## src/rtl/seg_pkg.sv

```systemverilog
// Shared definitions for the dot-product result display: FSM state type,
// digit count and active-low seven-segment patterns (bit 0 = a ... bit 6 = g).
package seg_pkg;

  typedef enum logic {
    IDLE    = 1'b0,
    CONVERT = 1'b1
  } state_t;

  localparam int NUM_DIGITS = 4;

  localparam logic [6:0] SEG_DASH  = 7'b0111111;
  localparam logic [6:0] SEG_BLANK = 7'b1111111;

  localparam logic [6:0] SEG_0 = 7'b1000000;
  localparam logic [6:0] SEG_1 = 7'b1111001;
  localparam logic [6:0] SEG_2 = 7'b0100100;
  localparam logic [6:0] SEG_3 = 7'b0110000;
  localparam logic [6:0] SEG_4 = 7'b0011001;
  localparam logic [6:0] SEG_5 = 7'b0010010;
  localparam logic [6:0] SEG_6 = 7'b0000010;
  localparam logic [6:0] SEG_7 = 7'b1111000;
  localparam logic [6:0] SEG_8 = 7'b0000000;
  localparam logic [6:0] SEG_9 = 7'b0010000;

endpackage

```

## src/rtl/seg_decoder.sv

```systemverilog
// BCD digit to active-low seven-segment pattern. Codes 10-15 never occur in a
// valid BCD register and are shown blank.
module seg_decoder
  import seg_pkg::*;
(
  input  logic [3:0] bcd,
  output logic [6:0] seg
);

  // Pure lookup from digit value to segment pattern
  always_comb begin
    seg = SEG_BLANK;
    case (bcd)
      4'd0: seg = SEG_0;
      4'd1: seg = SEG_1;
      4'd2: seg = SEG_2;
      4'd3: seg = SEG_3;
      4'd4: seg = SEG_4;
      4'd5: seg = SEG_5;
      4'd6: seg = SEG_6;
      4'd7: seg = SEG_7;
      4'd8: seg = SEG_8;
      4'd9: seg = SEG_9;
      default: seg = SEG_BLANK;
    endcase
  end

endmodule

```

## src/rtl/dot_result_display.sv

```systemverilog
// Shows the unsigned dot-product result on a 4-digit multiplexed 7-segment
// display. A captured result is converted to BCD by sequential double-dabble
// (one bit per clock); the display register only changes when a conversion
// finishes. Values above 9999 show dashes and raise ovf.
// Optional build macro: LEAD_ZERO_BLANK_EN blanks leading zero digits.
module dot_result_display
  import seg_pkg::*;
#(
  parameter int REFRESH_DIV = 100000,
  parameter int RES_W       = 18
) (
  input  logic                  clk,
  input  logic                  btnc_n,
  input  logic [RES_W-1:0]      result,
  input  logic                  result_valid,
  output logic                  busy,
  output logic                  ovf,
  output logic [6:0]            seg,
  output logic [NUM_DIGITS-1:0] an,
  output logic                  dp
);

  localparam int CNT_W = $clog2(RES_W + 1);
  localparam int REF_W = (REFRESH_DIV > 1) ? $clog2(REFRESH_DIV) : 1;
  localparam int BCD_W = 24;

  state_t             state;
  logic [CNT_W-1:0]   iter_cnt;
  logic               pend_vld;
  logic [RES_W-1:0]   pend_val;
  logic [RES_W-1:0]   bin_p0;
  logic [BCD_W-1:0]   bcd_p0;
  logic [15:0]        disp;
  logic [REF_W-1:0]   ref_cnt;
  logic [1:0]         dig_idx;
  logic               done;
  logic [3:0]         cur_bcd;
  logic [6:0]         dec_seg;
  logic [3:0]         blank;

  // One double-dabble iteration: add 3 to every digit >= 5, then shift in a bit
  function automatic logic [BCD_W-1:0] dabble_step(input logic [BCD_W-1:0] b,
                                                   input logic in_bit);
    logic [BCD_W-1:0] r;
    r = b;
    for (int i = 0; i < BCD_W / 4; i++) begin
      if (r[i*4 +: 4] >= 4'd5) r[i*4 +: 4] = r[i*4 +: 4] + 4'd3;
    end
    return (r << 1) | BCD_W'(in_bit);
  endfunction

  assign done = (state == CONVERT) && (iter_cnt == CNT_W'(RES_W));

  // Conversion control: state, busy, pending slot and display register
  always_ff @(posedge clk or negedge btnc_n) begin
    if (!btnc_n) begin
      state    <= IDLE;
      busy     <= 1'b0;
      iter_cnt <= '0;
      pend_vld <= 1'b0;
      ovf      <= 1'b0;
      disp     <= '0;
    end else begin
      case (state)
        IDLE: begin
          if (result_valid) begin
            state    <= CONVERT;
            busy     <= 1'b1;
            iter_cnt <= '0;
          end
        end
        CONVERT: begin
          if (done) begin
            disp <= bcd_p0[15:0];
            ovf  <= |bcd_p0[23:16];
            if (result_valid || pend_vld) begin
              iter_cnt <= '0;
              pend_vld <= 1'b0;
            end else begin
              state <= IDLE;
              busy  <= 1'b0;
            end
          end else begin
            iter_cnt <= iter_cnt + 1'b1;
            if (result_valid) pend_vld <= 1'b1;
          end
        end
        default: state <= IDLE;
      endcase
    end
  end

  // Conversion datapath: operand capture, BCD shifting and pending value
  always_ff @(posedge clk) begin
    if (state == IDLE) begin
      if (result_valid) begin
        bin_p0 <= result;
        bcd_p0 <= '0;
      end
    end else if (done) begin
      // A strobe arriving on the completion edge is newer than the slot
      if (result_valid) begin
        bin_p0 <= result;
        bcd_p0 <= '0;
      end else if (pend_vld) begin
        bin_p0 <= pend_val;
        bcd_p0 <= '0;
      end
    end else begin
      bcd_p0 <= dabble_step(bcd_p0, bin_p0[RES_W-1]);
      bin_p0 <= bin_p0 << 1;
      if (result_valid) pend_val <= result;
    end
  end

  // Digit scan: refresh counter advances the digit index on wrap
  always_ff @(posedge clk or negedge btnc_n) begin
    if (!btnc_n) begin
      ref_cnt <= '0;
      dig_idx <= 2'd0;
    end else if (ref_cnt == REF_W'(REFRESH_DIV - 1)) begin
      ref_cnt <= '0;
      dig_idx <= dig_idx + 2'd1;
    end else begin
      ref_cnt <= ref_cnt + 1'b1;
    end
  end

  assign cur_bcd = disp[dig_idx*4 +: 4];

  seg_decoder u_seg_decoder (
    .bcd (cur_bcd),
    .seg (dec_seg)
  );

  // Leading-zero mask; the rightmost digit is always shown
  always_comb begin
    blank = 4'b0000;
`ifdef LEAD_ZERO_BLANK_EN
    blank[3] = (disp[15:12] == 4'd0);
    blank[2] = blank[3] && (disp[11:8] == 4'd0);
    blank[1] = blank[2] && (disp[7:4] == 4'd0);
`endif
  end

  // Segment/anode drive for the digit currently selected by the scan
  always_comb begin
    if (ovf)                seg = SEG_DASH;
    else if (blank[dig_idx]) seg = SEG_BLANK;
    else                    seg = dec_seg;
    an = ~(4'b0001 << dig_idx);
    dp = 1'b1;
  end

endmodule

```

## config.mk

```make
export PLATFORM = sky130hd
export DESIGN_NAME = dot_result_display
export DESIGN_NICKNAME = d
export VERILOG_FILES = /design/src/rtl/seg_pkg.sv /design/src/rtl/seg_decoder.sv /design/src/rtl/dot_result_display.sv
export SDC_FILE = /design/constraint.sdc
export NUM_CORES = 1
export LEC_CHECK = 0
export CORE_MARGIN = 4
export CORE_UTILIZATION = 47
export CTS_BUF_LIST = sky130_fd_sc_hd__clkbuf_8
export CTS_CLUSTER_DIAMETER = 120
export DETAILED_ROUTE_END_ITERATION = 10
export MAX_ROUTING_LAYER = met4
export PLACE_DENSITY = 0.66
export SETUP_SLACK_MARGIN = 0.02
export SLEW_MARGIN = 20
export SYNTH_ARGS = -nofsm -noshare
export SYNTH_HDL_FRONTEND = slang
export SYNTH_SLANG_ARGS = --single-unit
export TNS_END_PERCENT = 30
```

## constraint.sdc

```tcl
create_clock -name clk -period 3.5 [get_ports clk]
set_clock_uncertainty 0.15 [all_clocks]
set_input_delay 1.05 -clock clk [delete_from_list [all_inputs] [get_ports clk]]
set_output_delay 1.05 -clock clk [all_outputs]
set_load 0.005 [all_outputs]
```

==> flow_summary.toml, run 1 <==
[status]
outcome = "finished clean"

[sta]
rsz0062_at_grt = "true"
period_needed_ns = 3.44
max_freq_ghz = 0.291
tightestPinTransition_ns = 0.800
finalSetupViolations = 0
slew_violations = 0
timing.final.crit_share_pct = 98.2
finalHoldViolCount = 0
max-slew-margin-rel_pct = 46.6

[yosys]
synth_fa_ha_area_share_pct = 6.67
synth_top_family_by_area = "simple AND/OR/NAND/NOR gates"
yosys.area_share.simple_pct = 13.2
yosysSeqAreaShare_pct = 57.3
avgSynthCellArea_um2 = 11.5
syn-num-nets = 489
synth_ff_type = "edfxtp_1"
synthCells = 441
synthXorXnorAreaFrac_pct = 4.67
synth_edf_count = 60
synth.area.mux_share_pct = 4.84
synth_compound_area_share_pct = 10.0
netlist_area_um2 = 5070
synth_seq_cells = 104
yosys_warnings = 0
postSynth.asyncResetShare_pct = 42.3
ys_types = 48

[global_route]
overflow = 0
track_usage_pct = 15.3
grt_max_degree = 45
antenna_found_initial = 0
grt_pass1_vias = 3371
grt_pass1_wl_mm = 15.4

[cts]
htree_num_levels = 3
clk_pin_slew_worst_paths_ns = 0.08
cts_root_buf = "clkbuf_8"
numCtsBuffers = 9
clockBufferDepth = 2
clock_sinks = 104
clock_latency_ns = 0.36
cts_tree = "yes"

[floorplan]
die_y_um = 112
die_w_um = 112
core_um2 = 10400
start_util_pct = 48.6
fp-row-count = 37
io_pins = 35
dieArea_um2 = 12500

[critical_path]
r2r_cells = 5
critPathLaunchType = "flip-flop"
cp_max_fo = 5
crit_arrival_ns = 2.24
r2r_setup_slack_ns = 1.15
critPathCaptureType = "output pin"
crit_end = "seg[4]"
reg2reg_from = "iter_cnt[0]"
crit_start = "dig_idx[0]"
reg2reg_to = "disp[10]"
path_class = "reg -> out"
cp.required_ns = 2.30

[pwr]
p_per_area_nw_per_um2 = 520
p_leak_nw = 2.47
ir_drop_v = 0.000288

[finish]
nFillCells = 934
finish.utilization_pct = 56.0
instances_no_fill = 626
antenna_cells = 0
final_nets = 533
drive_gt1_share_pct = 11.6
stdcell_area_um2 = 5830
syn_to_final_growth_pct = 15.1

[drt]
drt-initial-drc-count = 167
drc_errors = 0
met3WireLength_um = 295
drtPass1Iterations = 4
viasPerCell = 5.28
finalWirelength_mm = 8.68
wl_per_cell_um = 13.9
routed-via-count = 3306
m1WireLength_mm = 4.26
route.met2.wl_mm = 3.99
ant_nets = 0
highest_layer = "met4"

[flow_run]
cap_viol_max_count = 0

[placement]
hpwlAfterDp_mm = 5.90
port_buffers = 33
dp.cells = 606
placed_cell_area_um2 = 5590
globalplace.congestion = 0.806

[min_path]
hp-class = "reg -> reg"
[worst max-delay path: stages (launching register included)]
cell	delay [ns]
dfrtp_2	0.44
mux4_2	0.55
inv_2	0.08
ha_1	0.16
inv_1	0.05
a21oi_2	0.10
o21ai_1	0.08
a21o_1	0.17
dlygate4sd2_1	0.25
[layout make-up]
| cell class | instances | area [um^2] | share of cell area [%] |
|---|---|---|---|
| clock inverters | 5 | 30.0 | 0.515 |
| inverters | 27 | 101 | 1.74 |
| clock buffers | 11 | 151 | 2.59 |
| multi-input cells | 295 | 2010 | 34.5 |
| flip-flops and latches | 104 | 2900 | 49.8 |
| repair buffers | 48 | 465 | 7.98 |
| well taps | 136 | 170 | 2.92 |
[stage by stage]
step	setup WS, ns	total power, mW	hold WS [ns]	setup TNS (ns)
2_1_floorplan	0.520	2.08	0.295	0
3_3_place_gp	0.0912	2.35	0.317	0
3_5_place_dp	0.0421	2.38	0.319	0
4_1_cts	-0.0485	3.06	0.338	-0.0485
5_1_grt	-0.103	3.24	0.372	-0.116
6_report	0.0637	3.04	0.336	0
[Yosys cell counts (2+ instances only)]
master	count	area (um^2)
nand2b_1	6	37.5
mux2i_1	5	50.1
clkbuf_1	9	33.8
inv_1	26	97.6
a21oi_1	33	165
buf_2	4	20.0
nand2_1	37	139
a21o_1	2	15.0
nand3_1	9	45.0
a22oi_1	2	15.0
a211oi_1	7	52.6
and3_1	3	18.8
o22ai_1	18	113
and4_1	3	26.3
xnor2_1	16	140
o21ai_0	22	110
mux2_2	8	90.1
or3_1	2	12.5
nor3b_1	2	15.0
mux4_2	4	90.1
edfxtp_1	60	1800
dfrtp_1	44	1100
nor2_1	45	169
nor3_1	6	30.0
ha_1	27	338
nand4_1	4	25.0
xor2_1	11	96.3
nor2b_1	6	37.5
[sequential cells by signal, summed over array words and instances, names as in the netlist]
name / flops
bcd_p0: 24
bin_p0: 18
pend_val: 18
ref_cnt: 17
disp: 16
iter_cnt: 5
dig_idx: 2
busy: 1
ovf: 1
pend_vld: 1
state: 1
[worst min-delay path by stage]
stage	startpoint	to	cells past startpoint
after floorplan	disp[8]	disp[8]	2
after global placement	disp[12]	disp[12]	2
after detailed placement	disp[12]	disp[12]	2
after CTS	disp[12]	disp[12]	2
after global routing	ref_cnt[8]	ref_cnt[8]	1
final	disp[12]	disp[12]	2
[where the power goes]
group	leakage, nW	internal, mW	switching [mW]
Sequential	1.22	1.49	0.113
Combinational	1.15	0.379	0.353
Clock	0.101	0.297	0.401
Total	2.47	2.17	0.867
[placed cells by master (no fill, tap or decap), drive strengths merged, types with 7 or more instances in the layout]
cell type | netlist | routed
nand3 | 9 | 9
o22ai | 18 | 18
o21ai | 23 | 23
edfxtp | 60 | 60
mux2 | 9 | 9
a211oi | 7 | 7
a21oi | 33 | 33
buf | 6 | 16
dfrtp | 44 | 44
clkdlybuf4s50 | 0 | 25
nand2 | 38 | 38
xor2 | 11 | 11
clkbuf | 9 | 12
nor2 | 45 | 45
ha | 27 | 27
xnor2 | 16 | 16
inv | 26 | 29
[per-layer routing]
metal  GRT usage, %  up-vias
li1               -     1663
met2           23.7       54
met4           5.60        0
met3           2.55        9
met1           20.3     1580
met5              -        -
[logic make-up after synthesis]
logic type / after synthesis
multiplexers: 18
AND/OR/NAND/NOR: 133
other: 1
XOR/XNOR: 27
flip-flops: 104
AO/OA/AOI/OAI: 89
adder cells (fa/ha/maj): 27
buffers and inverters: 42
[repair_timing]
action / in CTS / in global routing
endpoints found under the setup margin: 7 / 4
resized for setup: 13 / 5
hold buffers: 0 / 0
setup buffers: 3 / 0
(Power assumes the default switching activity.)
==> run 2: changes to the inputs <==
--- a/config.mk
+++ b/config.mk
@@ -11,7 +11,7 @@
 export CTS_CLUSTER_DIAMETER = 120
 export DETAILED_ROUTE_END_ITERATION = 10
 export MAX_ROUTING_LAYER = met4
-export PLACE_DENSITY = 0.66
+export PLACE_DENSITY_LB_ADDON = 0.3
 export SETUP_SLACK_MARGIN = 0.02
 export SLEW_MARGIN = 20
 export SYNTH_ARGS = -nofsm -noshare
==> flow_summary.toml, run 2 (synthesized netlist as in run 1, its figures left out) <==
[floorplan]
dieArea_um2 = 12500
io_pins = 35
die_y_um = 112
core_um2 = 10400
die_w_um = 112
start_util_pct = 48.6
fp-row-count = 37

[sta]
layout_setup_ws_ns = -0.0674
rsz0062_at_grt = "true"
tightestPinTransition_ns = 0.767
finalSetupViolations = 4
timing.final.crit_share_pct = 102
timing.setup.tns_ns = -0.123
max_freq_ghz = 0.280
max-slew-margin-rel_pct = 48.7
period_needed_ns = 3.57
finalHoldViolCount = 0
slew_violations = 0

[global_route]
met3_usage_pct = 3.37
track_usage_pct = 15.9
grt_pass1_vias = 3466
antenna_found_initial = 0
overflow = 0
grt_max_degree = 45
use_met1_pct = 20.3
grt_util_met2_pct = 25.6
top_usage_layer = "met2"
grt_pass1_wl_mm = 15.9

[critical_path]
cp.required_ns = 2.30
path_class = "reg -> out"
crit_arrival_ns = 2.37
reg2reg_to = "disp[7]"
critPathLaunchType = "flip-flop"
r2r_setup_slack_ns = 1.08
reg2reg_from = "iter_cnt[0]"
critPathCaptureType = "output pin"
cp_max_fo = 5
r2r_cells = 5

[pwr]
seqPwrFrac_pct = 50.6
switchingPower_mw = 0.888
p_per_area_nw_per_um2 = 544
p_leak_nw = 2.47
pwr-share-comb_pct = 24.1
ir_drop_v = 0.000280
p_int_mw = 2.30
clockPowerShare_pct = 25.3
power_switching_share_pct = 27.8

[cts]
cts_tree = "yes"
clock_latency_ns = 0.36
htree_num_levels = 3
cts_root_buf = "clkbuf_8"
numCtsBuffers = 9
clk_pin_slew_worst_paths_ns = 0.09
clockBufferDepth = 2
clock_sinks = 104

[finish]
final_common_cell = "edfxtp_1"
nFillCells = 905
final_nets = 533
syn_to_final_growth_pct = 15.8
drive_gt1_share_pct = 10.8
mostFrequentLayoutCells = "edfxtp_1 (60), nor2_1 (44), dfrtp_1 (42)"
largest_register_ff_count = 24
regMostFlops = "bcd_p0"
finish.utilization_pct = 56.3
reg_top3 = "bcd_p0: 24 flops, bin_p0: 18 flops, pend_val: 18 flops"
antenna_cells = 0

[placement]
port_buffers = 33
place_ws_ns = 0.0326
globalplace.congestion = 0.767
hpwlAfterDp_mm = 5.83

[min_path]
min-delay-start = "disp[8]"
hold_depth = 2
min_to = "disp[8]"
hp-class = "reg -> reg"

[drt]
finalWirelength_mm = 9.00
viasPerCell = 5.33
drt-initial-drc-count = 233
routed-via-count = 3338
ant_nets = 0
drtPass1Iterations = 4
wl_per_cell_um = 14.4
drc_errors = 0

[status]
outcome = "complete, but fails checks"
violations = "setup timing"

[flow_run]
cap_viol_max_count = 0
==> run 2: changes by cell type in the layout (fill, tap and decap cells not counted), sizes merged <==
cell           change
mux4               +1
bufinv             +2
clkdlybuf4s50      +3
buf                -1
dlygate4sd2        -2
clkbuf             -3
==> run 2: area by class of cell <==
| class | instances | area [um^2] | area share, % |
|---|---|---|---|
| tap | 136 | 170 | 2.90 |
| clock buffer | 9 | 124 | 2.11 |
| timing repair buffer | 47 | 448 | 7.64 |
| multi-input combinational | 296 | 2030 | 34.6 |
| clock inverter | 7 | 88.8 | 1.51 |
| inverter | 27 | 101 | 1.73 |
| sequential | 104 | 2910 | 49.5 |
==> run 2: routing by layer <==
layer	routed length, um	vias to the layer above
li1	-	1658
met1	4230	1608
met2	4290	64
met3	377	8
met4	99	0
met5	0	-
==> run 2: worst max path at each step <==
| stage | slack (ns) | startpoint | to |
|---|---|---|---|
| finish | -0.07 | dig_idx[0] | seg[5] |
| global route | -0.16 | dig_idx[0] | seg[4] |
| CTS | -0.09 | dig_idx[0] | seg[0] |
| detailed placement | 0.03 | dig_idx[0] | seg[4] |
| global placement | 0.10 | dig_idx[0] | seg[4] |
| floorplan | 0.52 | dig_idx[0] | seg[4] |
==> run 2: through the flow <==
step	area (um^2)	hold slack (ns)	instances	power [mW]
global route	5870	0.372	626	3.39
detailed placement	5580	0.321	604	2.38
global placement	5580	0.316	604	2.35
finish	5870	0.338	626	3.19
floorplan	5070	0.295	441	2.08
CTS	5850	0.342	626	3.21
==> run 2: power by group through the flow <==
| stage | Clock (mW) | Combinational, mW | Sequential, mW |
|---|---|---|---|
| CTS | 0.826 | 0.767 | 1.61 |
| global placement | 0 | 0.722 | 1.63 |
| floorplan | 0 | 0.492 | 1.59 |
| global route | 0.882 | 0.868 | 1.64 |
| detailed placement | 0 | 0.746 | 1.63 |
| finish | 0.808 | 0.767 | 1.62 |
==> run 2: timing repair <==
action / CTS / global route
pin swaps: 0 / 0
cloned: 1 / 0
setup buffers: 5 / 0
gates resized for setup: 8 / 4
hold buffers: 0 / 0
endpoints found under the setup margin: 7 / 6
==> run 2: worst max-delay path, stage by stage (launching register included) <==
cell,delay (ns)
dfrtp_2,0.43
mux4_2,0.53
buf_4,0.17
o21a_1,0.22
nor2_4,0.12
o21ai_0,0.09
clkdlybuf4s50_1,0.45
==> run 3: changes to the inputs <==
--- a/config.mk
+++ b/config.mk
@@ -6,7 +6,7 @@
 export NUM_CORES = 1
 export LEC_CHECK = 0
 export CORE_MARGIN = 4
-export CORE_UTILIZATION = 47
+export CORE_UTILIZATION = 61
 export CTS_BUF_LIST = sky130_fd_sc_hd__clkbuf_8
 export CTS_CLUSTER_DIAMETER = 120
 export DETAILED_ROUTE_END_ITERATION = 10
==> flow_summary.toml, run 3 (synthesized netlist as in run 1, its figures left out) <==
[cts]
htree_num_levels = 3
clock_latency_ns = 0.36
clk_pin_slew_worst_paths_ns = 0.10
cts_root_buf = "clkbuf_8"
clockBufferDepth = 2
numCtsBuffers = 9
clock_sinks = 104
cts_tree = "yes"
hold_buffers = 0

[critical_path]
critPathLaunchType = "flip-flop"
cp_max_fo = 8
crit_arrival_ns = 2.25
critPathCaptureType = "output pin"
r2r_cells = 5
reg2reg_to = "dig_idx[1]"
r2r_setup_slack_ns = 1.15
path_class = "reg -> out"
cp.required_ns = 2.30
reg2reg_from = "ref_cnt[0]"

[floorplan]
die_y_um = 99.1
dieArea_um2 = 9830
start_util_pct = 64.2
die_w_um = 99.1
core_um2 = 7890
io_pins = 35
fp-row-count = 32

[pwr]
p_per_area_nw_per_um2 = 547
p_leak_nw = 2.48
p_total_mw = 3.20
ir_drop_v = 0.000270

[global_route]
antenna_found_initial = 0
grt_pass1_vias = 3555
track_usage_pct = 21.4
grt_max_degree = 45
overflow = 0
grt_pass1_wl_mm = 16.4

[status]
outcome = "finished clean"

[sta]
finalHoldViolCount = 0
slew_violations = 0
period_needed_ns = 3.45
max_freq_ghz = 0.290
tightestPinTransition_ns = 0.808
whs_ns = 0.337
max-slew-margin-rel_pct = 46.0
rsz0062_at_grt = "true"
finalSetupViolations = 0
timing.final.crit_share_pct = 98.5

[finish]
seq_area_um2 = 2900
multi_input_area_um2 = 2030
largest_register_ff_count = 24
syn_to_final_growth_pct = 15.5
nFillCells = 526
finish.utilization_pct = 74.2
reg_top3 = "bcd_p0: 24 flops, bin_p0: 18 flops, pend_val: 18 flops"
final_common_cell = "edfxtp_1"
drive_gt1_share_pct = 13.9
final_nets = 541
regMostFlops = "bcd_p0"
mostFrequentLayoutCells = "edfxtp_1 (60), nor2_1 (44), dfrtp_1 (43)"
antenna_cells = 0

[drt]
wl_per_cell_um = 15.8
routed-via-count = 3450
drt-initial-drc-count = 171
drc_errors = 0
finalWirelength_mm = 9.48
viasPerCell = 5.75
ant_nets = 0
drtPass1Iterations = 6

[placement]
port_buffers = 33
hpwlAfterDp_mm = 6.10
globalplace.congestion = 0.827

[min_path]
hold_depth = 2
hp-class = "reg -> reg"
min-delay-start = "disp[12]"
min_to = "disp[12]"

[flow_run]
cap_viol_max_count = 0
## run 3: area by class of cell
class	count	area share, %
sequential	104	49.6
multi-input combinational	295	34.7
timing repair buffer	56	8.38
tap	102	2.18
clock buffer	9	2.12
inverter	27	1.73
clock inverter	7	1.33
## run 3: per-layer routing
| metal | vias up | global-route usage, % | part of all wire, % |
|---|---|---|---|
| met5 | - | - | 0 |
| met4 | 0 | 6.20 | 1.5 |
| met3 | 13 | 4.98 | 4.5 |
| met2 | 79 | 36.5 | 51 |
| met1 | 1684 | 25.6 | 43 |
| li1 | 1674 | - | - |
## run 3: stage by stage
stage               setup TNS (ns)  setup slack, ns  area, um^2  std cells
finish                           0           0.0542        5850        600
global route                -0.209          -0.0777        5850        600
CTS                         -0.131           -0.131        5810        597
detailed placement         -0.0222          -0.0222        5530        571
global placement                 0            0.102        5530        571
floorplan                        0            0.520        5070        441
## run 3: worst max-delay path, stage by stage (launching register included)
cell,delay [ns]
dfrtp_2,0.42
buf_4,0.13
mux4_2,0.59
o21a_1,0.25
nor2_4,0.15
o21ai_1,0.09
dlygate4sd2_1,0.26
## run 3: what timing repair did
item,4_1_cts,5_1_grt
buffers inserted,10,2
resized for setup,14,12
pin swaps,1,5
endpoints found under the setup margin,7,7
## run 3: worst max path at each step
stage                from  endpoint  slack [ns]  depth (start not counted)
4_1_cts        dig_idx[0]    seg[0]       -0.13                          6
3_5_place_dp   dig_idx[0]    seg[4]       -0.02                          8
6_report       dig_idx[0]    seg[5]        0.05                          6
2_1_floorplan  dig_idx[0]    seg[4]        0.52                          8
3_3_place_gp   dig_idx[0]    seg[4]        0.10                          8
5_1_grt        dig_idx[0]    seg[3]       -0.08                          8
## run 3: power by group
group          switching, mW  total, mW  internal, mW
logic                  0.409      0.833         0.424
registers              0.119       1.61          1.49
clock network          0.420      0.759         0.338
